## config.mk

```make
export PLATFORM = sky130hd
export DESIGN_NAME = serial_frame_receiver_flat
export DESIGN_NICKNAME = d
export VERILOG_FILES = /design/src/rtl/serial_frame_receiver_if.sv /design/src/rtl/serial_frame_receiver.sv /design/src/flat_wrapper.sv
export SDC_FILE = /design/constraint.sdc
export NUM_CORES = 1
export LEC_CHECK = 0
export BUFFER_PORTS_ARGS = -buffer_cell sky130_fd_sc_hd__buf_2
export CAP_MARGIN = 30
export CORE_MARGIN = 5
export CORE_UTILIZATION = 40
export CTS_BUF_LIST = sky130_fd_sc_hd__clkbuf_2 sky130_fd_sc_hd__clkbuf_4 sky130_fd_sc_hd__clkbuf_8
export CTS_CLUSTER_SIZE = 16
export DETAILED_ROUTE_END_ITERATION = 10
export SYNTH_ARGS = -nofsm -noshare
export SYNTH_HDL_FRONTEND = slang
export SYNTH_SLANG_ARGS = --single-unit
```

## constraint.sdc

```tcl
create_clock -name clk -period 3.8 [get_ports clk]
set_input_delay 0.76 -clock clk [delete_from_list [all_inputs] [get_ports clk]]
set_output_delay 0.76 -clock clk [all_outputs]
set_load 0.02 [all_outputs]
```

## src/rtl/serial_frame_receiver_if.sv

```systemverilog
// Serial link input plus ready/valid word output of the serial frame receiver.
// The slave modport is the receiver; the master modport is whoever drives the link and consumes words.
interface serial_frame_receiver_if #(
  parameter int WIDTH = 16
);
  logic             ser_in;
  logic             ser_valid;
  logic [WIDTH-1:0] m_data;
  logic             m_valid;
  logic             m_ready;

  modport master (
    output ser_in,
    output ser_valid,
    output m_ready,
    input  m_data,
    input  m_valid
  );

  modport slave (
    input  ser_in,
    input  ser_valid,
    input  m_ready,
    output m_data,
    output m_valid
  );
endinterface

```

## src/rtl/serial_frame_receiver.sv

```systemverilog
// Rebuilds MSB-first serial frames into words, checks framing, and buffers words
// in a show-ahead FIFO with sticky overflow and a saturating framing-error count.
module serial_frame_receiver #(
  parameter int WIDTH = 16,
  parameter int DEPTH = 4
) (
  input  logic                    clk,
  input  logic                    rst_n,
  serial_frame_receiver_if.slave  bus,
  input  logic                    clr_status,
  output logic                    busy,
  output logic                    frame_err,
  output logic                    overflow,
  output logic [7:0]              err_count
);

  localparam int CW = $clog2(WIDTH);
  localparam int AW = $clog2(DEPTH);

  typedef enum logic {IDLE, SHIFT} state_t;

  state_t             state_q, state_d;
  logic [WIDTH-2:0]   shreg_q, shreg_d;
  logic [CW-1:0]      cnt_q, cnt_d;
  logic [AW:0]        rd_ptr_q, rd_ptr_d, wr_ptr_q, wr_ptr_d;
  logic [WIDTH-1:0]   mem_q [DEPTH];
  logic [WIDTH-1:0]   m_data_q, m_data_d;
  logic               m_valid_q, m_valid_d;
  logic               frame_err_q, frame_err_d;
  logic               overflow_q, overflow_d;
  logic [7:0]         err_cnt_q, err_cnt_d;

  logic               word_done, err, push, pop, full;
  logic [WIDTH-1:0]   word;

  // Only WIDTH-1 bits are stored; the final bit is appended straight from ser_in.
  always_comb begin
    state_d   = state_q;
    shreg_d   = shreg_q;
    cnt_d     = cnt_q;
    word_done = 1'b0;
    err       = 1'b0;
    word      = {shreg_q, bus.ser_in};
    case (state_q)
      IDLE: begin
        if (bus.ser_valid) begin
          shreg_d    = '0;
          shreg_d[0] = bus.ser_in;
          cnt_d      = CW'(1);
          state_d    = SHIFT;
        end
      end
      SHIFT: begin
        if (bus.ser_valid) begin
          err        = 1'b1;
          shreg_d    = '0;
          shreg_d[0] = bus.ser_in;
          cnt_d      = CW'(1);
        end else if (cnt_q == CW'(WIDTH - 1)) begin
          word_done = 1'b1;
          shreg_d   = '0;
          cnt_d     = '0;
          state_d   = IDLE;
        end else begin
          shreg_d = word[WIDTH-2:0];
          cnt_d   = cnt_q + CW'(1);
        end
      end
      default: state_d = IDLE;
    endcase
  end

  // m_data is a registered copy of the head so it can hold its value once the FIFO drains.
  always_comb begin
    full      = (rd_ptr_q[AW-1:0] == wr_ptr_q[AW-1:0]) && (rd_ptr_q[AW] != wr_ptr_q[AW]);
    pop       = m_valid_q && bus.m_ready;
    push      = word_done && (!full || pop);
    rd_ptr_d  = rd_ptr_q + {{AW{1'b0}}, pop};
    wr_ptr_d  = wr_ptr_q + {{AW{1'b0}}, push};
    m_valid_d = (rd_ptr_d != wr_ptr_d);
    m_data_d  = m_data_q;
    if (m_valid_d) begin
      if (push && (wr_ptr_q[AW-1:0] == rd_ptr_d[AW-1:0])) m_data_d = word;
      else                                               m_data_d = mem_q[rd_ptr_d[AW-1:0]];
    end
  end

  always_comb begin
    frame_err_d = err;
    overflow_d  = overflow_q | (word_done && full && !pop);
    err_cnt_d   = err_cnt_q;
    if (clr_status) begin
      overflow_d = 1'b0;
      err_cnt_d  = err ? 8'd1 : 8'd0;
    end else if (err && (err_cnt_q != 8'hFF)) begin
      err_cnt_d = err_cnt_q + 8'd1;
    end
  end

  always_ff @(posedge clk or negedge rst_n) begin
    if (!rst_n) begin
      state_q     <= IDLE;
      shreg_q     <= '0;
      cnt_q       <= '0;
      rd_ptr_q    <= '0;
      wr_ptr_q    <= '0;
      m_data_q    <= '0;
      m_valid_q   <= 1'b0;
      frame_err_q <= 1'b0;
      overflow_q  <= 1'b0;
      err_cnt_q   <= '0;
    end else begin
      state_q     <= state_d;
      shreg_q     <= shreg_d;
      cnt_q       <= cnt_d;
      rd_ptr_q    <= rd_ptr_d;
      wr_ptr_q    <= wr_ptr_d;
      m_data_q    <= m_data_d;
      m_valid_q   <= m_valid_d;
      frame_err_q <= frame_err_d;
      overflow_q  <= overflow_d;
      err_cnt_q   <= err_cnt_d;
    end
  end

  always_ff @(posedge clk) begin
    if (push) mem_q[wr_ptr_q[AW-1:0]] <= word;
  end

  assign bus.m_data  = m_data_q;
  assign bus.m_valid = m_valid_q;
  assign busy        = (state_q == SHIFT);
  assign frame_err   = frame_err_q;
  assign overflow    = overflow_q;
  assign err_count   = err_cnt_q;

endmodule

```

## src/flat_wrapper.sv

```systemverilog
// flat-port wrapper written by rule: the top's interface ports become plain ports
module serial_frame_receiver_flat 
#(
  parameter int WIDTH = 16,
  parameter int DEPTH = 4
)
  (clk, rst_n, clr_status, busy, frame_err, overflow, err_count, bus_ser_in, bus_ser_valid, bus_m_ready, bus_m_data, bus_m_valid);
  serial_frame_receiver_if #(.WIDTH(WIDTH)) bus_i ();
  input  logic clk;
  input  logic rst_n;
  input  logic clr_status;
  output logic busy;
  output logic frame_err;
  output logic overflow;
  output logic [7:0] err_count;
  input wire logic [$bits(bus_i.ser_in)-1:0] bus_ser_in;
  input wire logic [$bits(bus_i.ser_valid)-1:0] bus_ser_valid;
  input wire logic [$bits(bus_i.m_ready)-1:0] bus_m_ready;
  output wire logic [$bits(bus_i.m_data)-1:0] bus_m_data;
  output wire logic [$bits(bus_i.m_valid)-1:0] bus_m_valid;
  assign bus_i.ser_in = bus_ser_in;
  assign bus_i.ser_valid = bus_ser_valid;
  assign bus_i.m_ready = bus_m_ready;
  assign bus_m_data = bus_i.m_data;
  assign bus_m_valid = bus_i.m_valid;
  serial_frame_receiver #(.WIDTH(WIDTH), .DEPTH(DEPTH)) u_core (.clk(clk), .rst_n(rst_n), .bus(bus_i), .clr_status(clr_status), .busy(busy), .frame_err(frame_err), .overflow(overflow), .err_count(err_count));
endmodule
```

* Word-level counts from Yosys, hierarchy flattened
Memory sizes are Yosys's and may differ from the RTL's. A register that Yosys moved wholly into a read port is not among the register bits. Cells that the tools add are included. Widths: inputs -> output; s select.
Storage, ports and cells: flip-flop bits (word level) 37, logic and storage cells 55, memory bits (writable) 64, memories 1, bits of input ports 6, output and inout port bits 28
Operators by class: equality and inequality tests 6, add/sub/neg operators 4, reduce and logical (&&, ||, !) cells 11, bitwise logic cells 2, mux-type cells 22
Memories:
- u_core.mem_q | depth 4, bits a word 16, rd ports 1, clocked after memory_dff 1, wr ports 1, line serial_frame_receiver.sv:26 | logic [WIDTH-1:0] mem_q [DEPTH];
Operators by type and width (number):
- $mux 15 | 3
- $pmux 15 s2 | 1
- $mux 8 | 2
- $mux 4 | 3
- $mux 1 | 11
- $add 8x1->8 const B | 1
- $ne 8x8->1 const B | 1
- $pmux 4 s2 | 1
- $add 3x1->3 | 2
- $logic_and 1x1->1 | 6
- $add 4x1->4 const B | 1
- $eq 4x4->1 const B | 1
- $logic_not 1->1 | 3
- $ne 3x3->1 | 1
- $eq 2x2->1 | 1
- $ne 2x2->1 const B | 1
- $pmux 1 s2 | 1
- $reduce_bool 2->1 | 1
- $logic_or 1x1->1 | 1
- $ne 1x1->1 | 1
- $not 1->1 | 1
- $or 1x1->1 | 1

* Logic depth before layout (Yosys ltp)
Gate-level depths: netlist of run 1.
word-level depth 8, mapped depth 14

* Worst setup path after synthesis of run 1
No wires, ideal clock.
kind input-to-reg, start point in bus_m_ready, end point mem u_core.mem_q[2][0], enable pin, library setup time 0.413 ns, path buffers 0, setup slack 0.935 ns, stages on the path 4, arrival time 2.452 ns, path through nand2_1 > nand4_1 > nand2_1 > nor3b_1
Between the ends: cells in the longest elaborated chain, start to end 5
RTL lines:
- from (decl) | line flat_wrapper.sv:18 | input wire logic [$bits(bus_i.m_ready)-1:0] bus_m_ready;
- $logic_and 1x1->1 | line serial_frame_receiver.sv:76 | pop = m_valid_q && bus.m_ready;
- $logic_or 1x1->1 | line serial_frame_receiver.sv:77 | push = word_done && (!full || pop);
- $logic_and 1x1->1 | line serial_frame_receiver.sv:77
- $mux 1 | line serial_frame_receiver.sv:127 | if (push) mem_q[wr_ptr_q[AW-1:0]] <= word;
- $mux 1 (not written as such) | line serial_frame_receiver.sv:127
- to (decl) | line serial_frame_receiver.sv:26
Every way passes these cells.

* Worst setup path after layout of run 1
start point reg u_core.cnt_q[0], end point reg u_core.m_data_q[6] (netlist: u_core.bus.m_data[6]) (read register of u_core.mem_q)
Between the ends: cells in the longest elaborated chain, start to end 7
RTL lines:
- from (decl) | line serial_frame_receiver.sv:24 | logic [CW-1:0] cnt_q, cnt_d;
- from (signal assigned) | line serial_frame_receiver.sv:115 | cnt_q <= cnt_d;
- $eq 4x4->1 | line serial_frame_receiver.sv:59 | end else if (cnt_q == CW'(WIDTH - 1)) begin
- $mux 1 | line serial_frame_receiver.sv:59
- $mux 1 | line serial_frame_receiver.sv:54 | if (bus.ser_valid) begin
- $mux 1 | line serial_frame_receiver.sv:44 | case (state_q)
- $logic_and 1x1->1 | line serial_frame_receiver.sv:77
- $add 3x1->3 | line serial_frame_receiver.sv:79 | wr_ptr_d = wr_ptr_q + {{AW{1'b0}}, push};
- named net u_core.wr_ptr_d[2] | line serial_frame_receiver.sv:25 | logic [AW:0] rd_ptr_q, rd_ptr_d, wr_ptr_q, wr_ptr_d;
- $ne 3x3->1 | line serial_frame_receiver.sv:80 | m_valid_d = (rd_ptr_d != wr_ptr_d);
- to (decl) | line serial_frame_receiver.sv:27 | logic [WIDTH-1:0] m_data_q, m_data_d;
The timed path passes the listed nets, and every way through them passes these cells. A chain may end at the register's enable or synchronous reset.

==> flow_metrics.env, run 1 <==
export IMPL_netlist_area_um2=4760
export IMPL_synth_edf_count=64
export IMPL_final_cell_mix="edfxtp_1 (64), dfrtp_1 (53), buf_2 (33)"
export IMPL_final_common_cell="edfxtp_1"
export IMPL_critical_path_class="flop to flop"
export IMPL_port_buffers=33
export IMPL_wl_mm=9.99
export IMPL_dieWidth_um=119
export IMPL_cp_start_kind="flop"
export IMPL_finalCritPeriodShare_pct=79.6
export IMPL_via_count=2853
export IMPL_p_leak_uw=0.00218
export IMPL_drv_cap=0
export IMPL_post_cts_buffers=0
export IMPL_hold_viol_final=0
export IMPL_drv_slew=0
export IMPL_fin_nets=373
export IMPL_crit_start="u_core.cnt_q[0]$_DFFE_PN0P_"
export IMPL_place_gp_congestion=0.820
export IMPL_tns_ns=0
export IMPL_grt_pass1_vias=3036
export IMPL_track_usage_pct=15.3
export IMPL_cts_root_buf="clkbuf_8"
export IMPL_wl_per_cell_um=19.3
export IMPL_clkSinkCount=117
export IMPL_clk_latency_ns=0.42
export IMPL_die_y_um=119
export IMPL_holdCritPathClass="input port to async pin"
export IMPL_worst_pin_slew_ns=0.804
export IMPL_skew_ns=0.00758
export IMPL_postRouteAntennaNets=0
export IMPL_r2r_start="u_core.cnt_q[0]$_DFFE_PN0P_"
export IMPL_synthArstFlopShare_pct=45.3
export IMPL_ys_flop_type="edfxtp_1"
export IMPL_clk_pin_slew_ns=0.07
export IMPL_synthCells=314
export IMPL_cts_hold_buf=0
export IMPL_ir_drop_v=0.000252
export IMPL_drc_errors=0
export IMPL_final_setup_viol_count=0
export IMPL_overflow=0
export IMPL_netlist_cell_type_count=37
export IMPL_worstPathArrival_ns=3.28
export IMPL_vias_per_cell=5.52
export IMPL_rows=39
export IMPL_cts_resized_gates=0
export IMPL_grt_pass1_wl_mm=16.6
export IMPL_n_antenna_cell=0
export IMPL_hpwl_mm=6.34
export IMPL_yosysSeqAreaShare_pct=68.2
export IMPL_cts_tree="done"
export IMPL_maxSlewHeadroom_pct=46.4
export IMPL_synthesis_nets=326
export IMPL_grt_max_degree=34
export IMPL_htree_levels=4
export IMPL_avgSynthCellArea_um2=15.2
export IMPL_critPathRequiredTime_ns=4.06
export IMPL_clk_path_buf_depth=2
export IMPL_crit_fanout=17
export IMPL_stdcell_count=517
export IMPL_fmax_mhz=331
export IMPL_ys_ff_latch=117
export IMPL_initial_utilization_pct=41.2
export IMPL_total_power_uw=3900
export IMPL_drt_initial_drc_count=203
export IMPL_drive_above_1_share_pct=27.0
export IMPL_antenna_found_initial=0
export IMPL_drtPass1Iterations=4
export IMPL_cp_end_kind="flop"
export IMPL_numCtsBuffers=17
export IMPL_min_period_ns=3.02
export IMPL_dieArea_um2=14200
export IMPL_rsz0062_at_grt="no"
export IMPL_core_um2=11600
export IMPL_n_fill_cell=1023
export IMPL_areaGrowthSynthToFinish_pct=16.8
export IMPL_io_pins=34
export IMPL_place_inst=485
export IMPL_status="finished, final reports clean"
export IMPL_ys_warn_count=0
export IMPL_pwr_density_cell_nw_per_um2=702
==> metrics by stage <==
stage	worst slack, ns	cell area [um^2]	util, %	hold slack, ns
after detailed placement	0.568	5130	44.3	0.496
after global routing	0.563	5560	48.1	0.476
final	0.775	5560	48.1	0.429
after CTS	0.762	5560	48.1	0.430
after floorplan	0.935	4760	-	0.464
after global placement	0.705	5110	44.2	0.491
==> cell type report <==
class                   count  area [um^2]  share of cell area, %
inverters                   3         11.3                  0.202
flip-flops and latches    117         3250                   58.4
well taps                 143          179                   3.22
repair buffers             47          274                   4.93
clock inverters             8          119                   2.14
multi-input cells         175         1410                   25.4
clock buffers              24          318                   5.71
==> flip-flops by register name, indices dropped and copies added, names as in the netlist <==
| signal | flops |
|---|---|
| u_core.bus.m_data | 16 |
| u_core.bus.m_valid | 1 |
| u_core.busy | 1 |
| u_core.cnt_q | 4 |
| u_core.err_count | 8 |
| u_core.frame_err | 1 |
| u_core.mem_q | 64 |
| u_core.overflow | 1 |
| u_core.rd_ptr_q | 3 |
| u_core.shreg_q | 15 |
| u_core.wr_ptr_q | 3 |
==> power breakdown <==
group / internal [uW] / leakage [uW] / switching [uW]
clock: 748 / 0.000226 / 473
sequential: 1460 / 0.00126 / 80.7
combinational: 479 / 0.000697 / 667
==> synthesized netlist by cell type, drive strengths merged, types with 8 or more instances <==
library cell	count	area share (%)
a31oi	16	2.1
xor2	9	2.1
dfrtp	53	28
nor3	18	1.9
edfxtp	64	40
o21ai	19	2.0
nand3	20	2.1
buf	11	1.5
clkbuf	8	0.66
nor2	10	0.79
a22o	15	2.8
mux4	16	7.6
==> logic make-up after synthesis <==
kind of cell | after synthesis | synth area share [%]
adder cells (fa/ha/maj) | 6 | 1.58
multiplexers | 18 | 7.99
buffers and inverters | 22 | 2.39
AND/OR/NAND/NOR | 75 | 8.20
flip-flops | 117 | 68.2
AO/OA/AOI/OAI | 61 | 8.38
XOR/XNOR | 15 | 3.23
==> worst max-delay path, stage by stage (launching register included) <==
cell     delay (ns)
dfrtp_1        0.42
ha_1           0.22
and3_1         0.26
and2_1         0.21
nand2_1        0.16
inv_1          0.08
ha_1           0.18
ha_1           0.21
xor2_2         0.19
xor2_2         0.15
or2_1          0.59
a31oi_1        0.19
==> path summary, 6_finish.rpt <==
check                                                          to  slack, ns  cells after the start
worst max-delay path             u_core.bus.m_data[6]$_DFFE_PN0P_       0.78                     11
max in group asynchronous       u_core.bus.m_data[10]$_DFFE_PN0P_       2.56                      2
worst min register to register        u_core.cnt_q[3]$_DFFE_PN0P_       0.51                      1
worst min-delay path                   u_core.frame_err$_DFF_PN0_       0.43                      1
min in group clk                      u_core.cnt_q[3]$_DFFE_PN0P_       0.51                      1
worst max register to register   u_core.bus.m_data[6]$_DFFE_PN0P_       0.78                     11
==> metal layers <==
layer | track usage [%] | part of all wire, %
met1 | 19.8 | 43
met2 | 24.3 | 50
met3 | 4.41 | 6.0
met4 | 6.59 | 0.78
met5 | 0 | 0
Note: power is estimated with default switching activity, not from simulation.
==> run 2: changes to the inputs <==
clock period = 2.9 ns   (was 3.8 ns; I/O delays follow)
==> flow_metrics.env, run 2 (synthesis gave the netlist of run 1 again) <==
export IMPL_dieArea_um2=14200
export IMPL_critPathRequiredTime_ns=3.24
export IMPL_core_um2=11600
export IMPL_worstPathArrival_ns=3.11
export IMPL_p_sw_uw=1660
export IMPL_grt_pass1_vias=3115
export IMPL_hold_viol_final=0
export IMPL_grt_pass1_wl_mm=16.9
export IMPL_areaGrowthSynthToFinish_pct=18.4
export IMPL_drc_errors=0
export IMPL_die_y_um=119
export IMPL_numCtsBuffers=17
export IMPL_p_comb_share_pct=29.6
export IMPL_total_power_uw=5160
export IMPL_largest_reg_flops=64
export IMPL_cts_tree="done"
export IMPL_drt_initial_drc_count=242
export IMPL_cp_start_kind="flop"
export IMPL_clk_latency_ns=0.43
export IMPL_hpwl_mm=6.64
export IMPL_skew_ns=0.0118
export IMPL_pwr_share_seq_pct=39.0
export IMPL_cts_hold_buf=0
export IMPL_port_buffers=33
export IMPL_p_leak_uw=0.00221
export IMPL_io_pins=34
export IMPL_dieWidth_um=119
export IMPL_regArea_um2=3250
export IMPL_n_antenna_cell=0
export IMPL_n_fill_cell=991
export IMPL_layout_setup_ws_ns=0.133
export IMPL_final_common_cell="edfxtp_1"
export IMPL_antenna_found_initial=0
export IMPL_crit_fanout=17
export IMPL_drv_slew=0
export IMPL_p_clk_share_pct=31.4
export IMPL_critical_path_class="flop to flop"
export IMPL_postRouteAntennaNets=0
export IMPL_final_core_util_pct=48.8
export IMPL_multi_input_area_um2=1410
export IMPL_post_cts_buffers=0
export IMPL_worst_pin_slew_ns=0.626
export IMPL_overflow=0
export IMPL_finalCritPeriodShare_pct=95.4
export IMPL_rows=39
export IMPL_pwr_density_cell_nw_per_um2=915
export IMPL_cp_end_kind="flop"
export IMPL_stdcell_count=527
export IMPL_htree_levels=4
export IMPL_fmax_mhz=361
export IMPL_switching_share_pct=32.2
export IMPL_place_gp_congestion=0.824
export IMPL_holdCritPathClass="input port to async pin"
export IMPL_vias_per_cell=5.54
export IMPL_cts_resized_gates=1
export IMPL_internal_power_uw=3500
export IMPL_status="finished, final reports clean"
export IMPL_cts_root_buf="clkbuf_8"
export IMPL_min_period_ns=2.77
export IMPL_fin_nets=383
export IMPL_via_count=2917
export IMPL_drive_above_1_share_pct=28.9
export IMPL_r2r_cells=11
export IMPL_clkSinkCount=117
export IMPL_drv_cap=0
export IMPL_final_setup_viol_count=0
export IMPL_ir_drop_v=0.000240
export IMPL_place_inst=495
export IMPL_pre_cts_ws_ns=-0.0839
export IMPL_initial_utilization_pct=41.2
export IMPL_clk_path_buf_depth=2
export IMPL_wl_mm=10.2
export IMPL_maxSlewHeadroom_pct=58.2
export IMPL_track_usage_pct=15.6
export IMPL_drtPass1Iterations=5
export IMPL_grt_max_degree=21
export IMPL_final_cell_mix="edfxtp_1 (64), dfrtp_1 (53), buf_2 (33)"
export IMPL_whs_ns=0.0611
export IMPL_wl_per_cell_um=19.4
export IMPL_rsz0062_at_grt="no"
export IMPL_clk_pin_slew_ns=0.08
[run 2: cell types whose count changed in the layout (fill, tap and decap cells not counted), sizes merged]
cell	delta
buf	+10
clkinvlp	+3
clkinv	+3
clkbuf	-7
bufinv	+1
[run 2: final timing paths]
kind / start / to / slack (ns)
worst max-delay path: u_core.cnt_q[0]$_DFFE_PN0P_ / u_core.bus.m_data[4]$_DFFE_PN0P_ / 0.13
worst min-delay path: rst_n / u_core.frame_err$_DFF_PN0_ / 0.06
worst max register to register: u_core.cnt_q[0]$_DFFE_PN0P_ / u_core.bus.m_data[4]$_DFFE_PN0P_ / 0.13
worst min register to register: u_core.cnt_q[3]$_DFFE_PN0P_ / u_core.cnt_q[3]$_DFFE_PN0P_ / 0.51
max in group asynchronous: rst_n / u_core.overflow$_DFF_PN0_ / 2.20
min in group clk: bus_ser_valid / u_core.cnt_q[2]$_DFFE_PN0P_ / 0.40
[run 2: worst max-delay path, cell delays in order (launching register included)]
cell	delay, ns
dfrtp_1	0.41
ha_1	0.23
and3_1	0.19
and2_1	0.17
nand2_1	0.17
inv_1	0.09
ha_1	0.19
ha_1	0.21
xor2_2	0.17
xor2_2	0.15
or2_2	0.47
a31oi_1	0.22
[run 2: routing by layer]
metal	share of wire [%]	vias to the layer above	track usage (%)
li1	-	1326	-
met1	44	1487	21.3
met3	6.6	10	4.74
met4	1.0	0	5.36
met2	49	94	23.9
met5	0	-	0
[run 2: power groups by stage]
stage | clock network, uW | registers [uW] | logic (uW)
finish | 1620 | 2010 | 1520
global route | 1740 | 2030 | 1670
CTS | 1660 | 2020 | 1550
detailed placement | 0 | 2050 | 1540
global placement | 0 | 2050 | 1520
floorplan | 0 | 2160 | 999
[run 2: layout make-up]
cell class	instances	share of cell area, %
flip-flops and latches	117	57.6
multi-input cells	175	25.1
repair buffers	57	6.13
clock buffers	17	4.15
clock inverters	15	3.66
well taps	143	3.17
inverters	3	0.200
[run 2: metrics by stage]
step           instance area, um^2  TNS [ns]
3_5_place_dp                  5200    -0.895
6_report                      5640         0
2_1_floorplan                 4760         0
4_1_cts                       5640         0
5_1_grt                       5640         0
3_3_place_gp                  5200         0
==> run 3: changes to the inputs <==
CORE_MARGIN = 4   (was 5)
REMOVE_ABC_BUFFERS = 1   (was unset)
==> flow_metrics.env, run 3 (synthesis gave the netlist of run 1 again) <==
export IMPL_p_leak_uw=0.00223
export IMPL_placed_area_um2=5170
export IMPL_hpwl_mm=6.24
export IMPL_critPathRequiredTime_ns=3.24
export IMPL_worst_pin_slew_ns=0.754
export IMPL_total_power_uw=5380
export IMPL_status="finished, final reports clean"
export IMPL_clkSinkCount=117
export IMPL_drc_errors=0
export IMPL_via_count=2896
export IMPL_switching_share_pct=31.0
export IMPL_cts_resized_gates=0
export IMPL_track_usage_pct=16.4
export IMPL_pre_cts_ws_ns=-0.00431
export IMPL_cp_start_kind="flop"
export IMPL_r2r_start="u_core.cnt_q[0]$_DFFE_PN0P_"
export IMPL_crit_slowest_cell="or2_2"
export IMPL_grt_max_degree=26
export IMPL_r2r_slack_ns=0.17
export IMPL_cts_tree="done"
export IMPL_clk_path_buf_depth=2
export IMPL_clk_pin_slew_ns=0.07
export IMPL_drv_cap=0
export IMPL_p_comb_share_pct=28.7
export IMPL_antenna_found_initial=0
export IMPL_drv_slew=0
export IMPL_pwr_density_cell_nw_per_um2=948
export IMPL_layout_setup_ws_ns=0.170
export IMPL_postRouteAntennaNets=0
export IMPL_critical_path_class="flop to flop"
export IMPL_cts_root_buf="clkbuf_8"
export IMPL_wl_per_cell_um=19.4
export IMPL_hold_viol_final=0
export IMPL_largest_reg_flops=64
export IMPL_p_clk_share_pct=33.9
export IMPL_fin_nets=380
export IMPL_drive_above_1_share_pct=28.6
export IMPL_r2r_cells=11
export IMPL_holdCritPathClass="input port to async pin"
export IMPL_min_period_ns=2.73
export IMPL_drtPass1Iterations=4
export IMPL_cp_end_kind="flop"
export IMPL_htree_levels=4
export IMPL_rows=39
export IMPL_cts_hold_buf=0
export IMPL_path_buf_inv=1
export IMPL_final_common_cell="edfxtp_1"
export IMPL_final_setup_viol_count=0
export IMPL_n_fill_cell=993
export IMPL_wl_mm=10.2
export IMPL_finalCritPeriodShare_pct=94.1
export IMPL_n_antenna_cell=0
export IMPL_io_pins=34
export IMPL_final_cell_mix="edfxtp_1 (64), dfrtp_1 (53), buf_2 (33)"
export IMPL_ir_drop_v=0.000403
export IMPL_place_gp_congestion=0.755
export IMPL_whs_ns=0.175
export IMPL_numCtsBuffers=17
export IMPL_maxSlewHeadroom_pct=49.7
export IMPL_dieWidth_um=117
export IMPL_pwr_share_seq_pct=37.4
export IMPL_areaGrowthSynthToFinish_pct=19.1
export IMPL_cp_slowest_stage_delay_ns=0.47
export IMPL_post_cts_buffers=0
export IMPL_critPathTopFamily="simple AND/OR/NAND/NOR gates"
export IMPL_vias_per_cell=5.53
export IMPL_p_sw_uw=1670
export IMPL_clk_latency_ns=0.42
export IMPL_overflow=0
export IMPL_crit_fanout=17
export IMPL_skew_ns=0.00724
export IMPL_dieArea_um2=13700
export IMPL_core_um2=11500
export IMPL_grt_pass1_vias=2973
export IMPL_rsz0062_at_grt="no"
export IMPL_fmax_mhz=366
export IMPL_tns_ns=0
export IMPL_grt_pass1_wl_mm=16.4
export IMPL_reg2reg_to="u_core.bus.m_data[1]$_DFFE_PN0P_"
export IMPL_drt_initial_drc_count=181
export IMPL_worstPathArrival_ns=3.07
export IMPL_internal_power_uw=3710
export IMPL_cp_cell_sequence="ha_1, and3_1, and2_1, nand2_1, inv_1, ha_1, ha_1, xor2_2, xor2_2, or2_2, a31oi_1"
export IMPL_fin_area_um2=5670
export IMPL_path_common_cell="ha_1"
export IMPL_port_buffers=33
export IMPL_initial_utilization_pct=41.3
export IMPL_die_y_um=117
run 3: cell types whose count changed in the layout (fill, tap and decap cells not counted):
cell / previous run / this run
bufinv_16: 4 / 6
clkbuf_8: 17 / 18
inv_6: 1 / 3
buf_4: 24 / 21
clkinv_4: 5 / 3
clkinv_1: 1 / 0
clkinvlp_4: 4 / 2
run 3: power groups by stage:
| stage | logic [uW] | registers, uW | clock network (uW) |
|---|---|---|---|
| final | 1540 | 2010 | 1820 |
| after global placement | 1530 | 2050 | 0 |
| after floorplan | 903 | 2160 | 0 |
| after detailed placement | 1550 | 2050 | 0 |
| after global routing | 1690 | 2030 | 1940 |
| after CTS | 1550 | 2020 | 1860 |
run 3: layout make-up:
cell class	instances	area, um^2	area share, %
multi-input cells	175	1410	24.9
inverters	3	11.3	0.199
repair buffers	54	323	5.69
clock buffers	18	248	4.37
clock inverters	14	248	4.37
well taps	143	179	3.16
flip-flops and latches	117	3250	57.3
run 3: how the worst max path moves through the flow:
stage / start / endpoint / slack [ns] / cells past startpoint
after global routing: u_core.cnt_q[0]$_DFFE_PN0P_ / u_core.bus.m_data[1]$_DFFE_PN0P_ / 0.02 / 11
after global placement: bus_ser_valid / u_core.bus.m_data[9]$_DFFE_PN0P_ / 0.09 / 11
after CTS: u_core.cnt_q[0]$_DFFE_PN0P_ / u_core.bus.m_data[1]$_DFFE_PN0P_ / 0.05 / 11
after detailed placement: bus_ser_valid / u_core.bus.m_data[1]$_DFFE_PN0P_ / -0.004 / 11
after floorplan: bus_m_ready / u_core.bus.m_data[0]$_DFFE_PN0P_ / -0.17 / 10
final: u_core.cnt_q[0]$_DFFE_PN0P_ / u_core.bus.m_data[1]$_DFFE_PN0P_ / 0.17 / 11
run 3: layer usage:
layer | GRT usage [%] | wire length [um]
met2 | 25.3 | 5100
met3 | 6.02 | 503
met5 | 0 | 0
met1 | 21.9 | 4470
met4 | 4.59 | 80
run 3: metrics by stage:
| stage | instances | util, % |
|---|---|---|
| after floorplan | 295 | - |
| after global placement | 492 | 44.9 |
| after detailed placement | 492 | 44.9 |
| after CTS | 524 | 49.2 |
| after global routing | 524 | 49.2 |
| final | 524 | 49.2 |
